===== config.mk =====
export PLATFORM = sky130hd
export DESIGN_NAME = mips32_load_ctrl_flat
export DESIGN_NICKNAME = d
export VERILOG_FILES = /design/src/rtl/mips32_load_ctrl_if.sv /design/src/rtl/mips32_load_ctrl.sv /design/src/flat_wrapper.sv
export SDC_FILE = /design/constraint.sdc
export NUM_CORES = 1
export LEC_CHECK = 0
export CORE_UTILIZATION = 35
export DETAILED_ROUTE_END_ITERATION = 8
export HOLD_SLACK_MARGIN = 0.06
export MAX_ROUTING_LAYER = met4
export PLACE_DENSITY_LB_ADDON = 0.25
export SLEW_MARGIN = 20
export SYNTH_ARGS = -nofsm -noshare
export SYNTH_HDL_FRONTEND = slang
export SYNTH_SLANG_ARGS = --single-unit

===== constraint.sdc =====
create_clock -name clk -period 5.6 [get_ports clk]
set_input_delay 1.4 -clock clk [delete_from_list [all_inputs] [get_ports clk]]
set_output_delay 1.4 -clock clk [all_outputs]
set_load 0.05 [all_outputs]

===== src/rtl/mips32_load_ctrl_if.sv =====
// Bus bundle for the MIPS32 loader / reset sequencer / register-dump block.
// master = environment side (loader, CPU, dump consumer); slave = mips32_load_ctrl.
interface mips32_load_ctrl_if #(
   parameter int WORD_LEN      = 32,
   parameter int MEM_CELL_SIZE = 8,
   parameter int REG_FILE_SIZE = 32
);
   localparam int IDX_W = $clog2(REG_FILE_SIZE);

   logic                     ld_valid;
   logic                     ld_ready;
   logic                     ld_sel;
   logic [31:0]              ld_addr;
   logic [WORD_LEN-1:0]      ld_data;
   logic                     ld_err;

   logic                     mem_we_i;
   logic                     mem_we_d;
   logic [31:0]              mem_waddr;
   logic [MEM_CELL_SIZE-1:0] mem_wdata;

   logic                     start;
   logic                     cpu_rst;
   logic                     running;

   logic                     dump_req;
   logic [IDX_W-1:0]         rf_raddr;
   logic [WORD_LEN-1:0]      rf_rdata;
   logic                     dump_valid;
   logic                     dump_ready;
   logic [IDX_W-1:0]         dump_idx;
   logic [WORD_LEN-1:0]      dump_data;
   logic                     dump_done;

   modport master (
      output ld_valid, ld_sel, ld_addr, ld_data, start, dump_req, rf_rdata, dump_ready,
      input  ld_ready, ld_err, mem_we_i, mem_we_d, mem_waddr, mem_wdata,
             cpu_rst, running, rf_raddr, dump_valid, dump_idx, dump_data, dump_done
   );

   modport slave (
      input  ld_valid, ld_sel, ld_addr, ld_data, start, dump_req, rf_rdata, dump_ready,
      output ld_ready, ld_err, mem_we_i, mem_we_d, mem_waddr, mem_wdata,
             cpu_rst, running, rf_raddr, dump_valid, dump_idx, dump_data, dump_done
   );
endinterface


===== src/rtl/mips32_load_ctrl.sv =====
// Program loader for a MIPS32 core: splits words into big-endian memory cells,
// sequences CPU reset/release, and streams a register-file snapshot out.
module mips32_load_ctrl #(
   parameter int WORD_LEN       = 32,
   parameter int MEM_CELL_SIZE  = 8,
   parameter int INSTR_MEM_SIZE = 1024,
   parameter int DATA_MEM_SIZE  = 1024,
   parameter int REG_FILE_SIZE  = 32,
   parameter int RST_CYCLES     = 8
) (
   input  logic               clk,
   input  logic               rst,
   mips32_load_ctrl_if.slave  bus
);
   localparam int                CELLS     = WORD_LEN / MEM_CELL_SIZE;
   localparam int                IDX_W     = $clog2(REG_FILE_SIZE);
   localparam logic [31:0]       CELLS_W   = 32'(CELLS);
   localparam logic [31:0]       IMEM_LAST = 32'(INSTR_MEM_SIZE - CELLS);
   localparam logic [31:0]       DMEM_LAST = 32'(DATA_MEM_SIZE - CELLS);
   localparam logic [31:0]       WR_LAST   = 32'(CELLS - 1);
   localparam logic [31:0]       HOLD_LAST = 32'(RST_CYCLES - 1);
   localparam logic [IDX_W-1:0]  IDX_LAST  = IDX_W'(REG_FILE_SIZE - 1);

   typedef enum logic [2:0] {
      IDLE,
      WRITE,
      HOLD,
      RUN,
      DUMP
   } state_t;

   state_t              state_q, state_d;
   logic [31:0]         cnt_q, cnt_d;
   logic [IDX_W-1:0]    idx_q, idx_d;
   logic                err_q, err_d;
   logic                dvalid_q, dvalid_d;
   logic                done_q, done_d;

   logic                sel_q, sel_d;
   logic [31:0]         addr_q, addr_d;
   logic [WORD_LEN-1:0] data_q, data_d;
   logic [WORD_LEN-1:0] ddata_q, ddata_d;
   logic [IDX_W-1:0]    didx_q, didx_d;

   logic                ld_ready;
   logic                ld_fire;
   logic                ld_bad;
   logic [31:0]         mem_last;

   assign ld_ready = (state_q == IDLE) && !rst;
   assign ld_fire  = bus.ld_valid && ld_ready;

   // Range test is written as addr > size-cells so that addresses near 2^32 cannot wrap.
   assign mem_last = bus.ld_sel ? DMEM_LAST : IMEM_LAST;
   assign ld_bad   = ((bus.ld_addr % CELLS_W) != 32'd0) || (bus.ld_addr > mem_last);

   always_comb begin
      state_d  = state_q;
      cnt_d    = cnt_q;
      idx_d    = idx_q;
      err_d    = 1'b0;
      dvalid_d = dvalid_q;
      done_d   = 1'b0;
      sel_d    = sel_q;
      addr_d   = addr_q;
      data_d   = data_q;
      ddata_d  = ddata_q;
      didx_d   = didx_q;

      case (state_q)
         IDLE: begin
            if (ld_fire) begin
               if (ld_bad) begin
                  err_d = 1'b1;
               end else begin
                  state_d = WRITE;
                  cnt_d   = 32'd0;
                  sel_d   = bus.ld_sel;
                  addr_d  = bus.ld_addr;
                  data_d  = bus.ld_data;
               end
            end else if (bus.start) begin
               state_d = HOLD;
               cnt_d   = 32'd0;
            end
         end

         // The word is shifted left so the next big-endian cell is always on top.
         WRITE: begin
            addr_d = addr_q + 32'd1;
            data_d = data_q << MEM_CELL_SIZE;
            cnt_d  = cnt_q + 32'd1;
            if (cnt_q == WR_LAST) begin
               state_d = IDLE;
            end
         end

         HOLD: begin
            cnt_d = cnt_q + 32'd1;
            if (cnt_q == HOLD_LAST) begin
               state_d = RUN;
            end
         end

         RUN: begin
            if (bus.dump_req) begin
               state_d  = DUMP;
               idx_d    = '0;
               dvalid_d = 1'b0;
            end
         end

         // Capture a word when the output slot is empty, then hold it until accepted.
         DUMP: begin
            if (!dvalid_q) begin
               ddata_d  = bus.rf_rdata;
               didx_d   = idx_q;
               dvalid_d = 1'b1;
            end else if (bus.dump_ready) begin
               dvalid_d = 1'b0;
               if (idx_q == IDX_LAST) begin
                  done_d  = 1'b1;
                  state_d = RUN;
               end else begin
                  idx_d = idx_q + IDX_W'(1);
               end
            end
         end

         default: begin
            state_d = IDLE;
         end
      endcase
   end

   always_ff @(posedge clk) begin
      if (rst) begin
         state_q  <= IDLE;
         cnt_q    <= 32'd0;
         idx_q    <= '0;
         err_q    <= 1'b0;
         dvalid_q <= 1'b0;
         done_q   <= 1'b0;
      end else begin
         state_q  <= state_d;
         cnt_q    <= cnt_d;
         idx_q    <= idx_d;
         err_q    <= err_d;
         dvalid_q <= dvalid_d;
         done_q   <= done_d;
      end
      sel_q   <= sel_d;
      addr_q  <= addr_d;
      data_q  <= data_d;
      ddata_q <= ddata_d;
      didx_q  <= didx_d;
   end

   // Outputs are also gated by rst so a reset cycle never issues strobes or handshakes.
   assign bus.ld_ready   = ld_ready;
   assign bus.ld_err     = err_q && !rst;
   assign bus.mem_we_i   = (state_q == WRITE) && !sel_q && !rst;
   assign bus.mem_we_d   = (state_q == WRITE) &&  sel_q && !rst;
   assign bus.mem_waddr  = addr_q;
   assign bus.mem_wdata  = data_q[WORD_LEN-1 -: MEM_CELL_SIZE];
   assign bus.running    = ((state_q == RUN) || (state_q == DUMP)) && !rst;
   assign bus.cpu_rst    = !bus.running;
   assign bus.rf_raddr   = idx_q;
   assign bus.dump_valid = (state_q == DUMP) && dvalid_q && !rst;
   assign bus.dump_idx   = didx_q;
   assign bus.dump_data  = ddata_q;
   assign bus.dump_done  = done_q && !rst;

   a_one_we : assert property (@(posedge clk) !(bus.mem_we_i && bus.mem_we_d));

   a_dump_hold : assert property (@(posedge clk) disable iff (rst)
      (bus.dump_valid && !bus.dump_ready) |=>
         (bus.dump_valid && $stable(bus.dump_data) && $stable(bus.dump_idx)));

   a_ready_idle : assert property (@(posedge clk)
      bus.ld_ready |-> (state_q == IDLE));
endmodule

===== src/flat_wrapper.sv =====
// flat-port wrapper written by rule: the top's interface ports become plain ports
module mips32_load_ctrl_flat 
#(
   parameter int WORD_LEN       = 32,
   parameter int MEM_CELL_SIZE  = 8,
   parameter int INSTR_MEM_SIZE = 1024,
   parameter int DATA_MEM_SIZE  = 1024,
   parameter int REG_FILE_SIZE  = 32,
   parameter int RST_CYCLES     = 8
)
  (clk, rst, bus_ld_valid, bus_ld_sel, bus_ld_addr, bus_ld_data, bus_start, bus_dump_req, bus_rf_rdata, bus_dump_ready, bus_ld_ready, bus_ld_err, bus_mem_we_i, bus_mem_we_d, bus_mem_waddr, bus_mem_wdata, bus_cpu_rst, bus_running, bus_rf_raddr, bus_dump_valid, bus_dump_idx, bus_dump_data, bus_dump_done);
  mips32_load_ctrl_if #(.WORD_LEN(WORD_LEN), .MEM_CELL_SIZE(MEM_CELL_SIZE), .REG_FILE_SIZE(REG_FILE_SIZE)) bus_i ();
  input  logic clk;
  input  logic rst;
  input wire logic [$bits(bus_i.ld_valid)-1:0] bus_ld_valid;
  input wire logic [$bits(bus_i.ld_sel)-1:0] bus_ld_sel;
  input wire logic [$bits(bus_i.ld_addr)-1:0] bus_ld_addr;
  input wire logic [$bits(bus_i.ld_data)-1:0] bus_ld_data;
  input wire logic [$bits(bus_i.start)-1:0] bus_start;
  input wire logic [$bits(bus_i.dump_req)-1:0] bus_dump_req;
  input wire logic [$bits(bus_i.rf_rdata)-1:0] bus_rf_rdata;
  input wire logic [$bits(bus_i.dump_ready)-1:0] bus_dump_ready;
  output wire logic [$bits(bus_i.ld_ready)-1:0] bus_ld_ready;
  output wire logic [$bits(bus_i.ld_err)-1:0] bus_ld_err;
  output wire logic [$bits(bus_i.mem_we_i)-1:0] bus_mem_we_i;
  output wire logic [$bits(bus_i.mem_we_d)-1:0] bus_mem_we_d;
  output wire logic [$bits(bus_i.mem_waddr)-1:0] bus_mem_waddr;
  output wire logic [$bits(bus_i.mem_wdata)-1:0] bus_mem_wdata;
  output wire logic [$bits(bus_i.cpu_rst)-1:0] bus_cpu_rst;
  output wire logic [$bits(bus_i.running)-1:0] bus_running;
  output wire logic [$bits(bus_i.rf_raddr)-1:0] bus_rf_raddr;
  output wire logic [$bits(bus_i.dump_valid)-1:0] bus_dump_valid;
  output wire logic [$bits(bus_i.dump_idx)-1:0] bus_dump_idx;
  output wire logic [$bits(bus_i.dump_data)-1:0] bus_dump_data;
  output wire logic [$bits(bus_i.dump_done)-1:0] bus_dump_done;
  assign bus_i.ld_valid = bus_ld_valid;
  assign bus_i.ld_sel = bus_ld_sel;
  assign bus_i.ld_addr = bus_ld_addr;
  assign bus_i.ld_data = bus_ld_data;
  assign bus_i.start = bus_start;
  assign bus_i.dump_req = bus_dump_req;
  assign bus_i.rf_rdata = bus_rf_rdata;
  assign bus_i.dump_ready = bus_dump_ready;
  assign bus_ld_ready = bus_i.ld_ready;
  assign bus_ld_err = bus_i.ld_err;
  assign bus_mem_we_i = bus_i.mem_we_i;
  assign bus_mem_we_d = bus_i.mem_we_d;
  assign bus_mem_waddr = bus_i.mem_waddr;
  assign bus_mem_wdata = bus_i.mem_wdata;
  assign bus_cpu_rst = bus_i.cpu_rst;
  assign bus_running = bus_i.running;
  assign bus_rf_raddr = bus_i.rf_raddr;
  assign bus_dump_valid = bus_i.dump_valid;
  assign bus_dump_idx = bus_i.dump_idx;
  assign bus_dump_data = bus_i.dump_data;
  assign bus_dump_done = bus_i.dump_done;
  mips32_load_ctrl #(.WORD_LEN(WORD_LEN), .MEM_CELL_SIZE(MEM_CELL_SIZE), .INSTR_MEM_SIZE(INSTR_MEM_SIZE), .DATA_MEM_SIZE(DATA_MEM_SIZE), .REG_FILE_SIZE(REG_FILE_SIZE), .RST_CYCLES(RST_CYCLES)) u_core (.clk(clk), .rst(rst), .bus(bus_i));
endmodule

=== Word-level counts from Yosys, hierarchy flattened ===
Cells that the tools add are included.

* $add $sub $neg: 3
* Magnitude comparators: 1
* Eq/ne operators: 18
* Muxes and demuxes: 31
* Bitwise logic cells: 6
* Reduce and logical (&&, ||, !) cells: 31

{| class="wikitable"
|+ Operators with widths
! kind !! number
|-
| two-way mux 32 bit || 7
|-
| one-hot mux 32 bit (2 select lines) || 3
|-
| adder 32 x 1 -> 32 bit, second input constant || 2
|-
| equality test 32 x 2 -> 1 bit, second input constant || 1
|-
| equality test 32 x 3 -> 1 bit, second input constant || 1
|-
| > comparator 32 x 10 -> 1 bit, second input constant || 1
|-
| nonzero test 32 bit || 1
|-
| two-way mux 3 bit || 9
|-
| two-way mux 5 bit || 4
|-
| one-hot mux 3 bit (5 select lines) || 1
|-
| logical AND 1 bit || 11
|-
| inequality test 2 x 1 -> 1 bit, second input constant || 5
|-
| one-hot mux 5 bit (2 select lines) || 1
|-
| AND reduction 3 bit || 3
|-
| inequality test 2 bit, second input constant || 4
|-
| AND reduction 8 bit || 1
|-
| equality test 3 x 2 -> 1 bit, second input constant || 2
|-
| NOT 1 bit || 6
|-
| nonzero test 2 bit || 3
|-
| adder 5 x 1 -> 5 bit, second input constant || 1
|-
| equality test 5 bit, second input constant || 1
|-
| two-way mux 1 bit || 5
|-
| AND reduction 5 bit || 1
|-
| AND reduction 2 bit || 2
|-
| 11 further kinds || 14
|}

* Bits in registers: 145
* Bits of input ports: 103
* Output and inout bits: 90
* Logic and storage cells: 101

=== Depth between registers and ports, before layout ===
* Depth in word-level cells: 5
* Gate-level depth with buffers: 8
* Mapped depth without buffers: 8

=== Worst setup path before layout ===
OpenSTA, ideal clock, no wires.

* Path type: input -> output
* Start point: input rst
* End point: output bus_mem_we_i
* Arrival: 2.880 ns
* Required time: 4.200 ns
* Slack: 1.320 ns
* Stages on the path: 3
* Buffers on the path: 2
* Cell sequence: clkbuf_1 > clkbuf_1 > nor3_1

* Word-level cells in the longest chain between the ends: 2

{| class="wikitable"
|+ Ends and longest elaborated chain
! what !! RTL line !! text
|-
| start, declared || flat_wrapper.sv:14 || <nowiki>input logic rst;</nowiki>
|-
| zero test 1 bit || mips32_load_ctrl.sv:162 || <nowiki>assign bus.mem_we_i = (state_q == WRITE) && !sel_q && !rst;</nowiki>
|-
| logical AND 1 bit || mips32_load_ctrl.sv:162 ||
|-
| end, declared || flat_wrapper.sv:25 || <nowiki>output wire logic [$bits(bus_i.mem_we_i)-1:0] bus_mem_we_i;</nowiki>
|}

No other way between the ends.

=== Worst setup path in the final report ===
* Start point: input rst
* End point: output bus_ld_ready

* Word-level cells in the longest chain between the ends: 2

{| class="wikitable"
|+ Ends and longest elaborated chain
! what !! RTL line !! text
|-
| zero test 1 bit || mips32_load_ctrl.sv:50 || <nowiki>assign ld_ready = (state_q == IDLE) && !rst;</nowiki>
|-
| logical AND 1 bit || mips32_load_ctrl.sv:50 ||
|-
| end, declared || flat_wrapper.sv:23 || <nowiki>output wire logic [$bits(bus_i.ld_ready)-1:0] bus_ld_ready;</nowiki>
|}

No other way between the ends.

==> impl_metrics.py <==
metrics = {
    "setup_path": {
        "worstSetupPathType": "in -> out",
        "crit_arrival_ns": 2.86,
        "cp_max_fo": 29,
        "crit_path_end_kind": "output port",
        "start_kind": "input pin",
        "rrSetupSlack_ns": 2.91,
        "crit_required_ns": 4.20,
        "reg2regPathDepth": 5,
    },
    "placement": {
        "dp.cells": 1099,
        "gp_congestion": 0.799,
        "io_buffers": 192,
        "dp_hpwl_mm": 12.9,
    },
    "floorplan": {
        "rows": 51,
        "dieArea_um2": 20400,
        "initial_core_util_pct": 35.7,
        "io-pin-count": 193,
        "fp.dieW_um": 143,
        "core_um2": 19500,
        "fp.dieH_um": 143,
    },
    "clock_network": {
        "cts.hold.buffers_added": 0,
        "root_buffer": "clkbuf_16",
        "cts_setup_buffers": 0,
        "cts.clk_slew.worst_paths_ns": 0.06,
        "insertion_delay_ns": 0.42,
        "cts_sinks": 145,
        "cts-resized-gates": 0,
        "cts_tree": "done",
        "ctsHtreeMaxLevel": 4,
        "clockBufferDepth": 2,
        "numCtsBuffers": 17,
    },
    "global_routing": {
        "grt_overflow": 0,
        "grt_first_pass_wirelength_mm": 28.6,
        "grt_pass1_vias": 5354,
        "antenna_found_initial": 2,
        "track_usage_pct": 18.9,
        "grt_max_degree": 94,
    },
    "logic_synthesis": {
        "syn-num-nets": 793,
        "synth-main-ff-cell": "edfxtp_1",
        "synthCells": 686,
        "synth_area_um2": 6960,
        "yosys_warnings": 0,
        "synth_seq_cells": 145,
        "async_reset_ff_share_pct": 0,
        "synth_area_per_cell_um2": 10.1,
        "seq_area_frac_synth_pct": 56.4,
        "synth_cell_types": 60,
        "synth_edf_count": 102,
    },
    "route": {
        "ant_nets": 0,
        "drcViolationCount": 0,
        "wire_per_inst_um": 16.4,
        "wl_mm": 18.5,
        "vias_per_cell": 5.17,
        "drt_iter0_drc": 429,
        "vias": 5856,
        "dr.pass1.iters": 5,
    },
    "timing": {
        "tightest_slew_ns": 0.977,
        "fmax_mhz": 235,
        "skew_ns": 0.00761,
        "rsz0062_at_grt": "no",
        "finalSetupViolCount": 0,
        "tns_ns": 0,
        "min_period_ns": 4.26,
        "maxSlewViolCount": 0,
        "finalHoldViolations": 0,
        "slew_headroom_pct": 34.7,
        "timing.final.crit_share_pct": 76.0,
    },
    "final_layout": {
        "instances_no_fill": 1133,
        "seq_area_um2": 3920,
        "area_delta_synth_final_pct": 38.2,
        "nNetsFinal": 960,
        "multi_input_area_um2": 2770,
        "fillers": 1793,
        "drive_gt1_share_pct": 5.89,
    },
    "job": {
        "maxCapViolCount": 0,
    },
    "power_and_ir_drop": {
        "p_total_uw": 4140,
        "vdd_drop_max_uv": 195,
        "p_leak_uw": 0.00337,
        "power_density_nw_per_um2": 431,
    },
    "hold_path": {
        "hold_path_class": "reg -> reg",
        "min_delay_path_depth": 2,
    },
    "run_status": {
        "status": "complete, no violations",
    },
}
[per-stage QoR]
stage	area [um^2]	setup slack, ns	util (%)	hold WS [ns]
after floorplan	6960	1.32	-	0.461
after CTS	9610	1.35	49.4	0.489
after global routing	9620	1.23	49.4	0.520
after global placement	9040	1.35	46.5	0.483
after detailed placement	9040	1.35	46.5	0.480
final	9620	1.34	49.4	0.494
[registers in the layout, summed over array words and instances (netlist names)]
signal	flops
u_core.bus.dump_data	32
u_core.data_q	32
u_core.sel_q	1
u_core.bus.mem_waddr	32
u_core.bus.rf_raddr	5
u_core.dvalid_q	1
u_core.cnt_q	32
u_core.err_q	1
u_core.done_q	1
u_core.state_q	3
u_core.bus.dump_idx	5
[final cells by class]
| class | instances | share of cell area [%] |
|---|---|---|
| sequential | 145 | 40.8 |
| multi-input combinational | 480 | 28.8 |
| timing repair buffer | 202 | 20.7 |
| clock buffer | 20 | 4.54 |
| tap | 265 | 3.45 |
| clock inverter | 12 | 1.38 |
| inverter | 7 | 0.273 |
| antenna | 2 | 0.0520 |
[where the power goes]
| group | leakage (uW) | total (uW) | internal [uW] | switching (uW) |
|---|---|---|---|---|
| Clock | 0.000269 | 1100 | 657 | 443 |
| Combinational | 0.00182 | 1510 | 474 | 1030 |
| Sequential | 0.00128 | 1530 | 1410 | 127 |
| Total | 0.00337 | 4140 | 2540 | 1610 |
[logic make-up after synthesis]
group	count (synthesis)	share of synthesized area, %
muxes	2	0.306
adders and majority gates	4	0.719
AOI/OAI and AO/OA	132	12.1
and+or+nand+nor	311	22.6
xor gates and xnor gates	31	3.90
DFF	145	56.4
buffers and inverters	61	3.96
[layer usage]
layer	up-vias	track usage, %	wire length (um)
li1	2865	-	-
met1	2770	23.5	8090
met2	184	29.1	8600
met3	37	4.90	1430
met4	0	7.81	412
met5	-	-	0
[cell usage in the layout, fill, tap and decap left out, types with 7 or more instances in the layout]
cell | netlist | routed
clkdlybuf4s50_1 | 0 | 191
nand2_1 | 133 | 132
edfxtp_1 | 102 | 102
dfxtp_1 | 43 | 43
o21ai_0 | 33 | 33
a21oi_1 | 33 | 33
nor2_1 | 30 | 29
nand3_1 | 24 | 24
xor2_1 | 23 | 23
nand4_1 | 22 | 22
clkbuf_16 | 0 | 17
and3_1 | 16 | 16
o31ai_1 | 15 | 15
nor4_1 | 14 | 14
or3_1 | 13 | 13
and2_1 | 12 | 12
a31oi_1 | 10 | 10
buf_4 | 8 | 10
nor3_1 | 9 | 9
and4_1 | 8 | 8
xnor2_1 | 8 | 8
inv_1 | 7 | 7
[worst paths after layout]
check,startpoint,to
hold reg to reg,u_core.cnt_q[29]$_SDFFE_PP0P_,u_core.cnt_q[29]$_SDFFE_PP0P_
setup reg to reg,u_core.state_q[0]$_SDFFE_PP0P_,u_core.data_q[26]$_DFFE_PP_
setup / recovery,rst,bus_ld_ready
hold / removal,u_core.cnt_q[29]$_SDFFE_PP0P_,u_core.cnt_q[29]$_SDFFE_PP0P_
[critical path, cell delays in order]
cell             delay [ns]
buf_2                  0.13
buf_4                  0.23
nor4_2                 0.22
clkdlybuf4s50_1        0.86
[Yosys cell counts, types with 9 or more instances]
master    count  share of area, %
a21oi_1      33               2.4
a31oi_1      10              0.90
and2_1       12               1.1
and3_1       16               1.4
buf_2        13              0.94
clkbuf_1     33               1.8
dfxtp_1      43                12
edfxtp_1    102                44
nand2_1     133               7.2
nand3_1      24               1.7
nand4_1      22               2.0
nor2_1       30               1.6
nor3_1        9              0.65
nor4_1       14               1.3
o21ai_0      33               2.4
o31ai_1      15               1.6
or3_1        13               1.2
xor2_1       23               2.9
No activity file was read; power rests on OpenSTA's default activity.
